### src/rtl/iir_sos_sched_pkg.sv
// Shared types and constants for the time-multiplexed IIR second-order-section scheduler.
package iir_sos_sched_pkg;
  localparam int DIN_W_DEF = 12;
  localparam int IN_SHIFT  = 6;
  localparam int DW_DEF    = DIN_W_DEF + IN_SHIFT;
  localparam int IDX_W     = 4;

  typedef enum logic [1:0] {S_IDLE, S_ISSUE, S_WAIT, S_OUT} state_t;
endpackage

### src/rtl/iir_sos_sched_hold.sv
// One-entry skid register for samples arriving while the scheduler is busy, with sticky overrun.
module iir_sos_sched_hold #(
  parameter int DW = 18
) (
  input  logic          clk,
  input  logic          rst,
  input  logic          i_push,
  input  logic          i_pop,
  input  logic          i_clr,
  input  logic [DW-1:0] i_din,
  output logic          o_full,
  output logic [DW-1:0] o_data,
  output logic          o_ovr
);
  logic          r_full;
  logic [DW-1:0] r_data;
  logic          r_ovr;

  always_ff @(posedge clk or negedge rst) begin
    if (!rst) begin
      r_full <= 1'b0;
      r_data <= '0;
      r_ovr  <= 1'b0;
    end else begin
      // A pop frees the slot in the same cycle, so a coincident push refills it.
      if (i_pop) begin
        r_full <= i_push;
        if (i_push) r_data <= i_din;
      end else if (i_push && !r_full) begin
        r_full <= 1'b1;
        r_data <= i_din;
      end
      r_ovr <= (i_push && r_full && !i_pop) || (r_ovr && !i_clr);
    end
  end

  assign o_full = r_full;
  assign o_data = r_data;
  assign o_ovr  = r_ovr;
endmodule

### src/rtl/iir_sos_sched.sv
// Sequences each input sample through NSEC sections on one shared SOS engine, chaining results.
module iir_sos_sched
  import iir_sos_sched_pkg::*;
#(
  parameter int NSEC    = 7,
  parameter int DIN_W   = DIN_W_DEF,
  parameter int DW      = DW_DEF,
  parameter int TIMEOUT = 255
) (
  input  logic             clk,
  input  logic             rst,
  input  logic [DIN_W-1:0] din,
  input  logic             din_valid,
  input  logic             ovr_clr,
  output logic [IDX_W-1:0] sec_idx,
  output logic             sec_start,
  output logic [DW-1:0]    sec_din,
  input  logic             sec_done,
  input  logic [DW-1:0]    sec_dout,
  output logic [DW-1:0]    dout,
  output logic             dout_valid,
  output logic             dout_prevalid,
  output logic             busy,
  output logic             overrun,
  output logic             timeout_err
);
  localparam logic [IDX_W-1:0] K_LAST  = IDX_W'(NSEC - 1);
  localparam logic [7:0]       WD_LAST = 8'(TIMEOUT - 1);

  state_t           r_state, w_state_nxt;
  logic [IDX_W-1:0] r_k;
  logic [DW-1:0]    r_cur, r_dout, w_scaled, w_hold_data;
  logic [7:0]       r_wd;
  logic             r_prev, r_tmo;
  logic             w_idle, w_hold_full, w_pop, w_push, w_direct, w_last, w_tmo_evt, w_ovr;

  assign w_scaled  = {din, {(DW-DIN_W){1'b0}}};
  assign w_idle    = (r_state == S_IDLE);
  assign w_last    = (r_k == K_LAST);
  assign w_tmo_evt = (r_state == S_WAIT) && !sec_done && (r_wd == WD_LAST);
  // Held sample is restarted from IDLE (after an abort) or straight out of OUT.
  assign w_pop     = w_hold_full && (w_idle || r_state == S_OUT);
  assign w_direct  = din_valid && w_idle && !w_hold_full;
  assign w_push    = din_valid && !w_direct;

  iir_sos_sched_hold #(.DW(DW)) u_hold (
    .clk    (clk),
    .rst    (rst),
    .i_push (w_push),
    .i_pop  (w_pop),
    .i_clr  (ovr_clr),
    .i_din  (w_scaled),
    .o_full (w_hold_full),
    .o_data (w_hold_data),
    .o_ovr  (w_ovr)
  );

  always_comb begin
    w_state_nxt = r_state;
    case (r_state)
      S_IDLE:  if (w_hold_full || din_valid) w_state_nxt = S_ISSUE;
      S_ISSUE: w_state_nxt = S_WAIT;
      S_WAIT: begin
        if (sec_done)       w_state_nxt = w_last ? S_OUT : S_ISSUE;
        else if (w_tmo_evt) w_state_nxt = S_IDLE;
      end
      S_OUT:   w_state_nxt = w_hold_full ? S_ISSUE : S_IDLE;
      default: w_state_nxt = S_IDLE;
    endcase
  end

  always_ff @(posedge clk or negedge rst) begin
    if (!rst) begin
      r_state <= S_IDLE;
      r_k     <= '0;
      r_cur   <= '0;
      r_dout  <= '0;
      r_wd    <= '0;
      r_prev  <= 1'b0;
      r_tmo   <= 1'b0;
    end else begin
      r_state <= w_state_nxt;
      case (r_state)
        S_IDLE: begin
          if (w_hold_full) begin
            r_cur <= w_hold_data;
            r_k   <= '0;
          end else if (din_valid) begin
            r_cur <= w_scaled;
            r_k   <= '0;
          end
        end
        S_ISSUE: r_wd <= '0;
        S_WAIT: begin
          if (sec_done) begin
            r_cur <= sec_dout;
            if (w_last) r_dout <= sec_dout;
            else        r_k    <= r_k + 1'b1;
          end else begin
            r_wd <= r_wd + 1'b1;
          end
        end
        S_OUT: begin
          if (w_hold_full) begin
            r_cur <= w_hold_data;
            r_k   <= '0;
          end
        end
        default: ;
      endcase
      r_prev <= (r_state == S_WAIT) && sec_done && (r_k == '0);
      r_tmo  <= w_tmo_evt || (r_tmo && !ovr_clr);
    end
  end

  assign sec_idx       = r_k;
  assign sec_start     = (r_state == S_ISSUE);
  assign sec_din       = r_cur;
  assign dout          = r_dout;
  assign dout_valid    = (r_state == S_OUT);
  assign dout_prevalid = r_prev;
  assign busy          = !w_idle;
  assign overrun       = w_ovr;
  assign timeout_err   = r_tmo;
endmodule
### config.mk
export PLATFORM = sky130hd
export DESIGN_NAME = iir_sos_sched
export DESIGN_NICKNAME = d
export VERILOG_FILES = /design/src/rtl/iir_sos_sched_pkg.sv /design/src/rtl/iir_sos_sched_hold.sv /design/src/rtl/iir_sos_sched.sv
export SDC_FILE = /design/constraint.sdc
export NUM_CORES = 1
export LEC_CHECK = 0
export BUFFER_PORTS_ARGS = -buffer_cell sky130_fd_sc_hd__buf_4
export CAP_MARGIN = 20
export CORE_ASPECT_RATIO = 0.5
export CORE_MARGIN = 4
export CORE_UTILIZATION = 57
export CTS_CLUSTER_DIAMETER = 50
export CTS_CLUSTER_SIZE = 10
export DETAILED_ROUTE_END_ITERATION = 12
export PLACE_DENSITY = 0.81
export SYNTH_ARGS = -nofsm -noshare
export SYNTH_HDL_FRONTEND = slang
export SYNTH_SLANG_ARGS = --single-unit
### constraint.sdc
create_clock -name clk -period 3.7 [get_ports clk]
set_input_delay 0.74 -clock clk [delete_from_list [all_inputs] [get_ports clk]]
set_output_delay 0.74 -clock clk [all_outputs]
set_load 0.1 [all_outputs]
==> results.txt <==
The run finished with clean final reports. The power share of the combinational group came out at 55.8%. The transition time at the pin with the least slew margin came out at approximately 0.9 ns. The number of search-and-repair iterations in the first detailed-routing pass came out at 5.

The most frequent standard cell in the layout excluding fill and tap cells is sky130_fd_sc_hd__buf_4. The tightest hold margin is ~0.49 ns. Setup violations remaining at the end of the flow were counted as 0. The clock net sink count is 66. Between clock sinks in the finished design, the worst skew comes to 0.00705 ns. The number of nets in the finished design came out at slightly below 400.

The gate count after technology mapping came out at 265. When the netlist entered floorplanning its net count stood at just over 300. The required time at the endpoint of the critical path is just under 3 ns.

The number of buffers between clock root and the deepest sink came out at 2. The total via count in the routed design came out at ~2400. The number of failing hold endpoints at the final stage came out at 0. Port buffering added 80 buffers.

The headroom to the max-slew limit is between 40% and 50%. The critical path's largest stage delay is 0.60 ns. The cell family with the largest share of critical-path delay is adder cells. For this run, the total global-route usage over all layers was measured as approximately 23%. The worst-skew pair later-pin latency is 0.34 ns. The cell-internal power came out at between 1.5 and 2 mW. The post-layout minimum cycle time came out at roughly 2.5 ns. The largest net degree at the start of global routing is 67. Per report_power, the sequential group accounts for between 20% and 30% of the total.

The sum of negative setup slack is 0 ns. Once layout is complete, the utilization of the core stands at between 70% and 80%. The number of clock buffers added by TritonCTS is 9. The residual overflow from global routing is 0.

Counting buffers and inverters, the worst setup path is 2 cells deep. The H-tree generated during clock tree synthesis spans 3 levels. TritonCTS built the clock tree. The final cycle utilization of the critical path came out at between 60% and 70%.

The maximum fanout encountered on the critical timing path came out at 16. The total length of routed wires came out at 7.26 mm. The number of antenna violations at the first check in global routing came to 0.

The repair_antennas step left the layout with diodes totalling 0. The analysis attributes to cell leakage a power of ~1.9 nW. The number of warnings reported in the yosys synthesis log came out at 0. The die footprint came out at 0.00691 mm^2. The nature of the critical path endpoint is an output pin. The number of violations reported at the end of detailed-routing iteration 0 is about 170. The number of setup buffers added after CTS is 0. Counting cells, the worst reg-to-reg path comes to 6. The number of vias per cell after detailed routing is between 5 and 6.

After detailed routing, the average wire length per cell comes to between 15 and 20 um. The die extent in y is 60.8 um. Compared with the post-synthesis result, the final layout area differs by 25.7%. VDD sags by at most ~480 uV. For this run, the register share of the synthesized area comes to 52.0%.

Routability-driven placement finished with a final weighted congestion of around 0.8. The fraction of power spent switching nets is 50.1%. The reg-to-reg setup timing slack is between 1 and 1.5 ns.

Once detail routing completed, the nets flagged for antenna violations numbered 0. The post-route netlist has 38.2% of its cells at a drive strength greater than 1. The average instance in the mapped netlist occupies 12.0 um^2. Leaving out fill and tap cells, the most frequent cells in the layout are 83 x sky130_fd_sc_hd__buf_4, 66 x sky130_fd_sc_hd__dfrtp_1, 30 x sky130_fd_sc_hd__mux2_2, 24 x sky130_fd_sc_hd__a22oi_1, 13 x sky130_fd_sc_hd__o211ai_1.

The remaining design rule violation count came out at 0. The switching power summed over all nets is roughly 1.9 mW. The number of placed I/O pins is a little over 80. Clock tree synthesis selected as its root buffer the cell sky130_fd_sc_hd__clkbuf_8.

With fillers left out, the area of the finished cells amounts to roughly 0.004 mm^2. The number of different library cells used by synthesis comes to 46. STA classifies the critical path startpoint as a flip-flop. The layout has roughly 350 filler cells.

The tool flagged a number of max-cap violations equal to 0. The die span in x came out at approximately 110 um. The placement row count is 18.

The clock share of power came out at 15.3%. The final number of max-transition violations is 0. Summing every instance area after synthesis gives ~0.0032 mm^2.

The first global-routing pass estimated 12.1 mm of wire. The category of the critical setup timing path is flip-flop to output pin. Clock-pin slew was measured on the worst setup and hold paths at roughly 0.06 ns. On the critical path, the stage with the largest delay is an instance of sky130_fd_sc_hd__ha_1. The number of hold buffers added after CTS was 0. Power spread over the standard cell area amounts to 951 mW/mm^2.

The count of instances resized after the clock tree is built came out at 0. The signal on the critical path passes through ha_1 -> buf_4. Counting flops with an async set or reset pin after synthesis yields a share of 100%. The sum of buffers and inverters on the critical path came out at 1. The register bit total from synthesis is 66. The number of global-route vias before repair is 2545.

In this run the worst hold path is classified as input port to asynchronous set/reset pin. The standard cell area after detailed placement came out at 0.00381 mm^2. The number of enable-type register cells in the synthesized netlist came out at 0. The highest clock rate came out at 0.398 GHz. In the synthesized netlist the dominant register cell turns out to be sky130_fd_sc_hd__dfrtp_1. For this configuration, the core starts out at a cell density of around 60%. Setup repair after global routing left no endpoint under its margin. The arrival time of the worst setup path came out at about 1.8 ns. The placeable core area is just over 0.005 mm^2. The half-perimeter wire length after placement is between 5 and 6 mm.
[final timing paths]
kind	start	end
worst max-delay path	r_state[0]$_DFFE_PN0P_	dout_valid
worst min-delay path	rst	r_wd[2]$_DFFE_PN0P_
worst max register to register	r_state[0]$_DFFE_PN0P_	dout[11]$_DFFE_PN0P_
worst min register to register	sec_din[9]$_DFFE_PN0P_	sec_din[9]$_DFFE_PN0P_
max in group asynchronous	rst	dout[17]$_DFFE_PN0P_
min in group clk	sec_din[9]$_DFFE_PN0P_	sec_din[9]$_DFFE_PN0P_
[flip-flops by register name (all words and copies together) (netlist names)]
name,flops
dout,18
sec_idx,4
r_state,2
u_hold.o_full,1
dout_prevalid,1
u_hold.o_data,12
u_hold.o_ovr,1
r_wd,8
sec_din,18
timeout_err,1
[worst register-to-register path, stage by stage (launching register included)]
cell and delay (ns):
sky130_fd_sc_hd__dfrtp_1 0.43, sky130_fd_sc_hd__inv_1 0.13, sky130_fd_sc_hd__ha_1 0.18, sky130_fd_sc_hd__buf_4 0.39, sky130_fd_sc_hd__nand2_1 0.25, sky130_fd_sc_hd__nor2_4 0.54
sky130_fd_sc_hd__mux2_2 0.42
[metrics by stage]
step | std cells | worst slack (ns) | total power, mW
after floorplan | 265 | 1.35 | 2.79
after detailed placement | 403 | 1.30 | 3.24
final | 418 | 1.19 | 3.80
after CTS | 418 | 1.17 | 3.82
after global placement | 403 | 1.41 | 3.16
after global routing | 418 | 1.06 | 4.01
[Yosys cell counts (2+ instances only)]
cell | instances | share of area [%]
sky130_fd_sc_hd__xnor2_1 | 5 | 1.4
sky130_fd_sc_hd__a21o_1 | 2 | 0.47
sky130_fd_sc_hd__nor4b_1 | 2 | 0.55
sky130_fd_sc_hd__o21a_1 | 12 | 2.8
sky130_fd_sc_hd__o211ai_1 | 13 | 3.1
sky130_fd_sc_hd__nor2_1 | 5 | 0.59
sky130_fd_sc_hd__a22oi_1 | 24 | 5.7
sky130_fd_sc_hd__o21ai_0 | 6 | 0.94
sky130_fd_sc_hd__nand4_1 | 3 | 0.59
sky130_fd_sc_hd__dfrtp_1 | 66 | 52
sky130_fd_sc_hd__buf_4 | 2 | 0.47
sky130_fd_sc_hd__xor2_1 | 2 | 0.55
sky130_fd_sc_hd__a21boi_0 | 2 | 0.47
sky130_fd_sc_hd__nand2b_1 | 4 | 0.79
sky130_fd_sc_hd__o22ai_1 | 2 | 0.39
sky130_fd_sc_hd__nor2b_1 | 3 | 0.59
sky130_fd_sc_hd__buf_2 | 5 | 0.79
sky130_fd_sc_hd__nor3b_1 | 2 | 0.47
sky130_fd_sc_hd__a21oi_1 | 3 | 0.47
sky130_fd_sc_hd__mux2_2 | 30 | 11
sky130_fd_sc_hd__clkbuf_1 | 6 | 0.71
sky130_fd_sc_hd__mux2i_1 | 2 | 0.63
sky130_fd_sc_hd__inv_1 | 12 | 1.4
sky130_fd_sc_hd__ha_1 | 10 | 3.9
sky130_fd_sc_hd__nor3_1 | 2 | 0.31
sky130_fd_sc_hd__nand2_1 | 12 | 1.4
sky130_fd_sc_hd__nand3_1 | 3 | 0.47
sky130_fd_sc_hd__a22o_1 | 6 | 1.7
sky130_fd_sc_hd__o31ai_1 | 2 | 0.47
[power by group through the flow]
stage | Combinational (mW) | Clock (mW) | Sequential [mW]
6_report | 2.12 | 0.581 | 1.10
5_1_grt | 2.26 | 0.629 | 1.13
4_1_cts | 2.13 | 0.592 | 1.10
3_5_place_dp | 2.13 | 0 | 1.11
3_3_place_gp | 2.07 | 0 | 1.09
2_1_floorplan | 1.02 | 0 | 1.78
[layer usage]
| layer | global-route usage [%] | share of wire [%] | wire, um | vias to the layer above |
|---|---|---|---|---|
| met5 | 0 | 0 | 0 | - |
| met4 | 9.42 | 1.1 | 78 | 0 |
| met3 | 6.87 | 5.9 | 426 | 11 |
| met2 | 40.4 | 51 | 3720 | 59 |
| met1 | 27.1 | 42 | 3030 | 1233 |
| li1 | - | - | - | 1144 |
[logic make-up after synthesis]
logic type,after synthesis,share of synthesized area [%]
AO/OA/AOI/OAI,77,17.8
flip-flops,66,52.0
AND/OR/NAND/NOR,46,9.25
multiplexers,32,11.3
buffers and inverters,27,3.86
adder cells (fa/ha/maj),10,3.94
XOR/XNOR,7,1.93
[cell type report]
type	instances	area (um^2)	area share, %
flip-flops and latches	66	1650	41.3
multi-input cells	172	1400	35.1
repair buffers	83	623	15.6
clock buffers	12	145	3.63
well taps	70	87.6	2.19
inverters	12	45.0	1.13
clock inverters	3	40.0	1.00
Power figures use the tool's default switching activity.
